### src/rtl/spi_slv_shifter_if.sv
// Pin-side SPI signals plus the word-level tx/rx handshake of spi_slv_shifter.
interface spi_slv_shifter_if #(
   parameter int DATA_W = 8
);
   logic              sclk_in;
   logic              mosi_in;
   logic              cs_in;
   logic              miso_oe;
   logic [DATA_W-1:0] tx_data;
   logic              tx_valid;
   logic              tx_ready;
   logic [DATA_W-1:0] rx_data;
   logic              rx_valid;
   logic              busy;
   logic              frame_err;

   modport slave (
      input  sclk_in, mosi_in, cs_in, tx_data, tx_valid,
      output miso_oe, tx_ready, rx_data, rx_valid, busy, frame_err
   );

   modport master (
      output sclk_in, mosi_in, cs_in, tx_data, tx_valid,
      input  miso_oe, tx_ready, rx_data, rx_valid, busy, frame_err
   );
endinterface

### src/rtl/spi_slv_shifter.sv
// Oversampling SPI slave shifter with a one-entry tx buffer and open-drain miso.
// Optional macro SPI_SLV_ECHO_EN: an empty tx buffer sends the last received word instead of TX_DEFAULT.
module spi_slv_shifter #(
   parameter int                DATA_W     = 8,
   parameter bit                CPOL       = 1'b0,
   parameter bit                CPHA       = 1'b0,
   parameter logic [DATA_W-1:0] TX_DEFAULT = '1
) (
   input logic              clk,
   input logic              rst_b,
   spi_slv_shifter_if.slave bus
);

   typedef enum logic [1:0] {IDLE, LOAD, SHIFT} state_t;

   localparam int              CNT_W    = $clog2(DATA_W + 1);
   localparam logic [CNT_W-1:0] LAST_BIT = CNT_W'(DATA_W - 1);

   state_t            state;
   logic [CNT_W-1:0]  bit_cnt;
   logic [DATA_W-1:0] shift_reg;
   logic [DATA_W-1:0] tx_buf;
   logic              tx_full;
   logic              miso_q;
   logic [DATA_W-1:0] rx_data_q;
   logic              rx_valid_q;
   logic              frame_err_q;

   // [0]/[1] form the synchronizer, [2] is the history used for edge detection
   logic [2:0]        sclk_s;
   logic [2:0]        cs_s;
   logic [1:0]        mosi_s;

   logic sclk_rise, sclk_fall, lead_edge, trail_edge;
   logic sample_edge, shift_edge, cs_fall, cs_rise, word_done;
   logic [DATA_W-1:0] empty_word, load_word;

   always_ff @(posedge clk or negedge rst_b) begin
      if (!rst_b) begin
         sclk_s <= {3{CPOL}};
         cs_s   <= 3'b111;
         mosi_s <= 2'b11;
      end else begin
         sclk_s <= {sclk_s[1:0], bus.sclk_in};
         cs_s   <= {cs_s[1:0], bus.cs_in};
         mosi_s <= {mosi_s[0], bus.mosi_in};
      end
   end

   assign sclk_rise   = sclk_s[1] & ~sclk_s[2];
   assign sclk_fall   = ~sclk_s[1] & sclk_s[2];
   assign lead_edge   = CPOL ? sclk_fall : sclk_rise;
   assign trail_edge  = CPOL ? sclk_rise : sclk_fall;
   assign sample_edge = CPHA ? trail_edge : lead_edge;
   assign shift_edge  = CPHA ? lead_edge : trail_edge;
   assign cs_fall     = ~cs_s[1] & cs_s[2];
   assign cs_rise     = cs_s[1] & ~cs_s[2];
   assign word_done   = sample_edge && (bit_cnt == LAST_BIT);

`ifdef SPI_SLV_ECHO_EN
   assign empty_word = rx_data_q;
`else
   assign empty_word = TX_DEFAULT;
`endif

   assign load_word = tx_full ? tx_buf : empty_word;

   // Main FSM; the tx buffer write sits above the case so a write landing in LOAD
   // with an empty buffer fills it for the following word only.
   always_ff @(posedge clk or negedge rst_b) begin
      if (!rst_b) begin
         state       <= IDLE;
         bit_cnt     <= '0;
         shift_reg   <= '0;
         tx_buf      <= '0;
         tx_full     <= 1'b0;
         miso_q      <= 1'b1;
         rx_data_q   <= '0;
         rx_valid_q  <= 1'b0;
         frame_err_q <= 1'b0;
      end else begin
         rx_valid_q  <= 1'b0;
         frame_err_q <= 1'b0;

         if (bus.tx_valid && !tx_full) begin
            tx_buf  <= bus.tx_data;
            tx_full <= 1'b1;
         end

         case (state)
            IDLE: begin
               bit_cnt <= '0;
               miso_q  <= 1'b1;
               if (cs_fall) state <= LOAD;
            end

            LOAD: begin
               if (cs_rise) begin
                  state  <= IDLE;
                  miso_q <= 1'b1;
               end else begin
                  shift_reg <= load_word;
                  if (tx_full) tx_full <= 1'b0;
                  if (!CPHA) miso_q <= load_word[DATA_W-1];
                  state <= SHIFT;
               end
            end

            SHIFT: begin
               if (sample_edge) begin
                  shift_reg <= {shift_reg[DATA_W-2:0], mosi_s[1]};
                  if (word_done) begin
                     rx_data_q  <= {shift_reg[DATA_W-2:0], mosi_s[1]};
                     rx_valid_q <= 1'b1;
                     bit_cnt    <= '0;
                  end else begin
                     bit_cnt <= bit_cnt + CNT_W'(1);
                  end
               end else if (shift_edge && (CPHA || bit_cnt != '0)) begin
                  // With CPHA=0 the MSB went out at LOAD, so the last bit's trailing edge is skipped
                  miso_q <= shift_reg[DATA_W-1];
               end

               if (cs_rise) begin
                  state   <= IDLE;
                  miso_q  <= 1'b1;
                  bit_cnt <= '0;
                  if (!word_done && bit_cnt != '0) frame_err_q <= 1'b1;
               end else if (word_done) begin
                  state <= LOAD;
               end
            end

            default: state <= IDLE;
         endcase
      end
   end

   assign bus.miso_oe   = miso_q;
   assign bus.tx_ready  = ~tx_full;
   assign bus.rx_data   = rx_data_q;
   assign bus.rx_valid  = rx_valid_q;
   assign bus.busy      = (state != IDLE);
   assign bus.frame_err = frame_err_q;

endmodule

### src/flat_wrapper.sv
// flat-port wrapper written by rule: the top's interface ports become plain ports
module spi_slv_shifter_flat 
#(
   parameter int                DATA_W     = 8,
   parameter bit                CPOL       = 1'b0,
   parameter bit                CPHA       = 1'b0,
   parameter logic [DATA_W-1:0] TX_DEFAULT = '1
)
  (clk, rst_b, bus_sclk_in, bus_mosi_in, bus_cs_in, bus_tx_data, bus_tx_valid, bus_miso_oe, bus_tx_ready, bus_rx_data, bus_rx_valid, bus_busy, bus_frame_err);
  spi_slv_shifter_if #(.DATA_W(DATA_W)) bus_i ();
  input logic clk;
  input logic rst_b;
  input wire logic [$bits(bus_i.sclk_in)-1:0] bus_sclk_in;
  input wire logic [$bits(bus_i.mosi_in)-1:0] bus_mosi_in;
  input wire logic [$bits(bus_i.cs_in)-1:0] bus_cs_in;
  input wire logic [$bits(bus_i.tx_data)-1:0] bus_tx_data;
  input wire logic [$bits(bus_i.tx_valid)-1:0] bus_tx_valid;
  output wire logic [$bits(bus_i.miso_oe)-1:0] bus_miso_oe;
  output wire logic [$bits(bus_i.tx_ready)-1:0] bus_tx_ready;
  output wire logic [$bits(bus_i.rx_data)-1:0] bus_rx_data;
  output wire logic [$bits(bus_i.rx_valid)-1:0] bus_rx_valid;
  output wire logic [$bits(bus_i.busy)-1:0] bus_busy;
  output wire logic [$bits(bus_i.frame_err)-1:0] bus_frame_err;
  assign bus_i.sclk_in = bus_sclk_in;
  assign bus_i.mosi_in = bus_mosi_in;
  assign bus_i.cs_in = bus_cs_in;
  assign bus_i.tx_data = bus_tx_data;
  assign bus_i.tx_valid = bus_tx_valid;
  assign bus_miso_oe = bus_i.miso_oe;
  assign bus_tx_ready = bus_i.tx_ready;
  assign bus_rx_data = bus_i.rx_data;
  assign bus_rx_valid = bus_i.rx_valid;
  assign bus_busy = bus_i.busy;
  assign bus_frame_err = bus_i.frame_err;
  spi_slv_shifter #(.DATA_W(DATA_W), .CPOL(CPOL), .CPHA(CPHA), .TX_DEFAULT(TX_DEFAULT)) u_core (.clk(clk), .rst_b(rst_b), .bus(bus_i));
endmodule
### config.mk
export PLATFORM = sky130hd
export DESIGN_NAME = spi_slv_shifter_flat
export DESIGN_NICKNAME = d
export VERILOG_FILES = /design/src/rtl/spi_slv_shifter_if.sv /design/src/rtl/spi_slv_shifter.sv /design/src/flat_wrapper.sv
export SDC_FILE = /design/constraint.sdc
export NUM_CORES = 1
export LEC_CHECK = 0
export BUFFER_PORTS_ARGS = -buffer_cell sky130_fd_sc_hd__buf_2
export CAP_MARGIN = 40
export CORE_MARGIN = 8
export CORE_UTILIZATION = 45
export CTS_BUF_LIST = sky130_fd_sc_hd__clkbuf_4
export DETAILED_ROUTE_END_ITERATION = 8
export PLACE_DENSITY = 0.73
export SYNTH_ARGS = -nofsm -noshare
export SYNTH_HDL_FRONTEND = slang
export SYNTH_SLANG_ARGS = --single-unit
### constraint.sdc
create_clock -name clk -period 1.9 [get_ports clk]
set_input_delay 0.19 -clock clk [delete_from_list [all_inputs] [get_ports clk]]
set_output_delay 0.19 -clock clk [all_outputs]
set_load 0.02 [all_outputs]
==> flow_metrics.tcl <==
set metrics [dict create \
    hold_violations 0 \
    grt_overflow 0 \
    grt_pass1_wl_mm 6.51 \
    die_x_um 80.3 \
    slew_viol_final 0 \
    reg2reg_to "u_core.bus.miso_oe$_DFFE_PN1P_" \
    clkTransAtPathRegs_ns 0.12 \
    post_route_cells_drive_above_1_share 0.367 \
    fmax_mhz 573 \
    insertion_delay_ns 0.34 \
    post_drt_via_cell_ratio 5.40 \
    cp_max_fo 5 \
    syn_nets 171 \
    antenna_found_initial 0 \
    ys_seq_area_frac 0.569 \
    synth_top_cell_area_share 0.485 \
    core_mm2 0.00400 \
    place_hpwl_mm 2.74 \
    portBuffers 26 \
    critPathBufInv 1 \
    setup_tns_ns 0 \
    clock_sinks 42 \
    worst_path_max_delay_cell "dfrtp_1" \
    gp_congestion 0.791 \
    ir_worst_vdd_uv 639 \
    leakage_uw 0.00103 \
    regToRegStartpoint "u_core.bit_cnt[0]$_DFFE_PN0P_" \
    setup_ws_ns 0.155 \
    worstHoldPathType "input port to flop" \
    syn_inst 151 \
    rrSetupSlack_ns 0.16 \
    crit_chain "inv_1 -> ha_1 -> nor3b_1 -> or3b_1 -> a21oi_1 -> mux2_2" \
    yosysWarnings 0 \
    vias 1285 \
    status "completed" \
    start_kind "flop" \
    routed_wl_mm 3.79 \
    dieArea_mm2 0.00644 \
    drc_errors 0 \
    cts_max_level 2 \
    cts_made_buffers 5 \
    ys_seq_elements 42 \
    cts_root_buf "clkbuf_4" \
    grt_pass1_vias 1411 \
    critPathLaunch "u_core.bit_cnt[0]$_DFFE_PN0P_" \
    final_nets 207 \
    syn_area_mm2 0.00186 \
    initialDrtViolationCount 87 \
    rsz0062_at_grt "false" \
    tightestPinTransition_ns 0.533 \
    slew_headroom 0.645 \
    timing.final.crit_share 0.918 \
    yosysUniqueCellTypes 39 \
    finClkSkew_ns 0.0107 \
    gr-usage-all-layers 0.128 \
    period_needed_ns 1.74 \
    cp_top_family "simple AND/OR/NAND/NOR gates" \
    ios 27 \
    n_antenna_cell 0 \
    wl_per_cell_um 15.9 \
    cp-end-kind "flop" \
    reg2reg_depth 6 \
    clockBufferDepth 2 \
    endpoint "u_core.bus.miso_oe$_DFFE_PN1P_" \
    critPathRequiredTime_ns 2.18 \
    postRouteAntennaNets 0 \
    p_per_area_mw_per_mm2 1350 \
    fin_util 0.544 \
    dpl_worst_slack_ns 0.182 \
    die_h_um 80.3 \
    cts_resized 0 \
    yosys.area.top_type "dfrtp_1" \
    cap_violations 0 \
    drt-pass1-iter-count 4 \
    grt_max_degree 43 \
    cp_data_arrival_time_ns 2.02 \
    cts_tree "done" \
    start_util 0.465 \
    avgSynthCellArea_um2 12.3 \
    max_stage_delay_ns 0.43 \
    setup_violations 0 \
    synth.area.top_cells "dfrtp_1 (48%), mux2_2 (10%), dfstp_2 (8.5%)" \
    hold_slack_ns 0.0637 \
    critical_path_depth 6 \
    row_count 23 \
    area_growth_pct 17.0 \
    critPathKind "flop to flop" \
]
cell usage after synthesis (all sizes together):
| master | n |
|---|---|
| dfrtp | 36 |
| nand2 | 9 |
| a32o | 1 |
| mux2i | 1 |
| a31o | 1 |
| o41ai | 2 |
| and2b | 1 |
| and3 | 1 |
| nand3 | 1 |
| nor4b | 1 |
| or3b | 1 |
| nor2 | 2 |
| a31oi | 1 |
| buf | 6 |
| o211ai | 1 |
| nand4 | 1 |
| mux2 | 18 |
| ha | 6 |
| nand4b | 1 |
| nor3 | 2 |
| inv | 7 |
| and2 | 3 |
| a22o | 3 |
| nand3b | 2 |
| nand2b | 3 |
| o22ai | 12 |
| o21ai | 5 |
| nor2b | 2 |
| nor3b | 1 |
| a21oi | 11 |
| o31ai | 1 |
| or2b | 1 |
| or2 | 1 |
| dfstp | 6 |
power by group:
part           total (µW)  internal (µW)  switching [µW]
registers            1310           1130             183
clock network         584            308             276
logic                1040            493             543
total                2930           1930            1000
kinds of logic (layout without fill, tap and decap cells):
logic type,Yosys count,in the layout,synth area share
flip-flops,42,42,0.569
AND/OR/NAND/NOR,33,33,0.112
adder cells (fa/ha/maj),6,6,0.0404
multiplexers,19,19,0.116
buffers and inverters,13,50,0.0336
AO/OA/AOI/OAI,38,38,0.129
worst reg2reg max path, delay by kind of cell, from the launching register on:
| family | cells | cell delay, ns |
|---|---|---|
| DFF | 1 | 0.43 |
| and+or+nand+nor | 2 | 0.50 |
| adders and majority gates | 1 | 0.18 |
| buffers and inverters | 1 | 0.06 |
| muxes | 1 | 0.34 |
| AOI/OAI and AO/OA | 1 | 0.17 |
worst min path at each step:
stage	startpoint	to	cells after the start
after CTS	bus_tx_data[6]	u_core.tx_buf[6]$_DFFE_PN0P_	2
after global routing	bus_tx_data[1]	u_core.tx_buf[1]$_DFFE_PN0P_	2
after floorplan	rst_b	u_core.bit_cnt[0]$_DFFE_PN0P_	0
after global placement	rst_b	u_core.bit_cnt[3]$_DFFE_PN0P_	2
after detailed placement	rst_b	u_core.bit_cnt[2]$_DFFE_PN0P_	2
final	bus_tx_data[1]	u_core.tx_buf[1]$_DFFE_PN0P_	2
metal layers:
| metal | part of all wire | track usage | wire length [µm] | vias up |
|---|---|---|---|---|
| met1 | 0.46 | 0.151 | 1750 | 644 |
| met2 | 0.49 | 0.216 | 1860 | 18 |
| met3 | 0.035 | 0.0335 | 134 | 7 |
| met4 | 0.011 | 0.0545 | 41 | 0 |
| li1 | - | - | - | 616 |
| met5 | 0 | 0 | 0 | - |
cells in the final DEF (no fill, tap or decap), types with 2 or more instances in the layout:
cell,instances
nor2b_1,2
nand2_1,8
o21ai_0,5
nand2b_1,3
o41ai_1,2
a21oi_1,11
buf_4,5
nand3b_1,2
ha_1,6
dfrtp_1,36
and2_1,2
mux2_2,17
buf_2,26
nor3_1,2
o22ai_1,12
dlygate4sd3_1,4
a22o_1,3
clkbuf_4,7
inv_1,7
dfstp_2,6
repair_timing:
item                                   CTS  global route
endpoints found under the hold margin   39             0
hold buffers                             4             0
setup buffers                            0             0
stage by stage:
stage	total power [µW]	instances	area, µm²
after detailed placement	2370	226	2050
after global placement	2310	226	2050
final	2930	238	2180
after floorplan	2080	151	1860
after CTS	2960	238	2180
after global routing	3140	238	2180
layout make-up:
cell class	count	area, µm²
clock buffer	7	52.6
clock inverter	1	30.0
fill	357	1820
inverter	7	26.3
multi-input combinational	96	738
sequential	42	1060
tap	50	62.6
timing repair buffer	35	208
(Power assumes the default switching activity.)
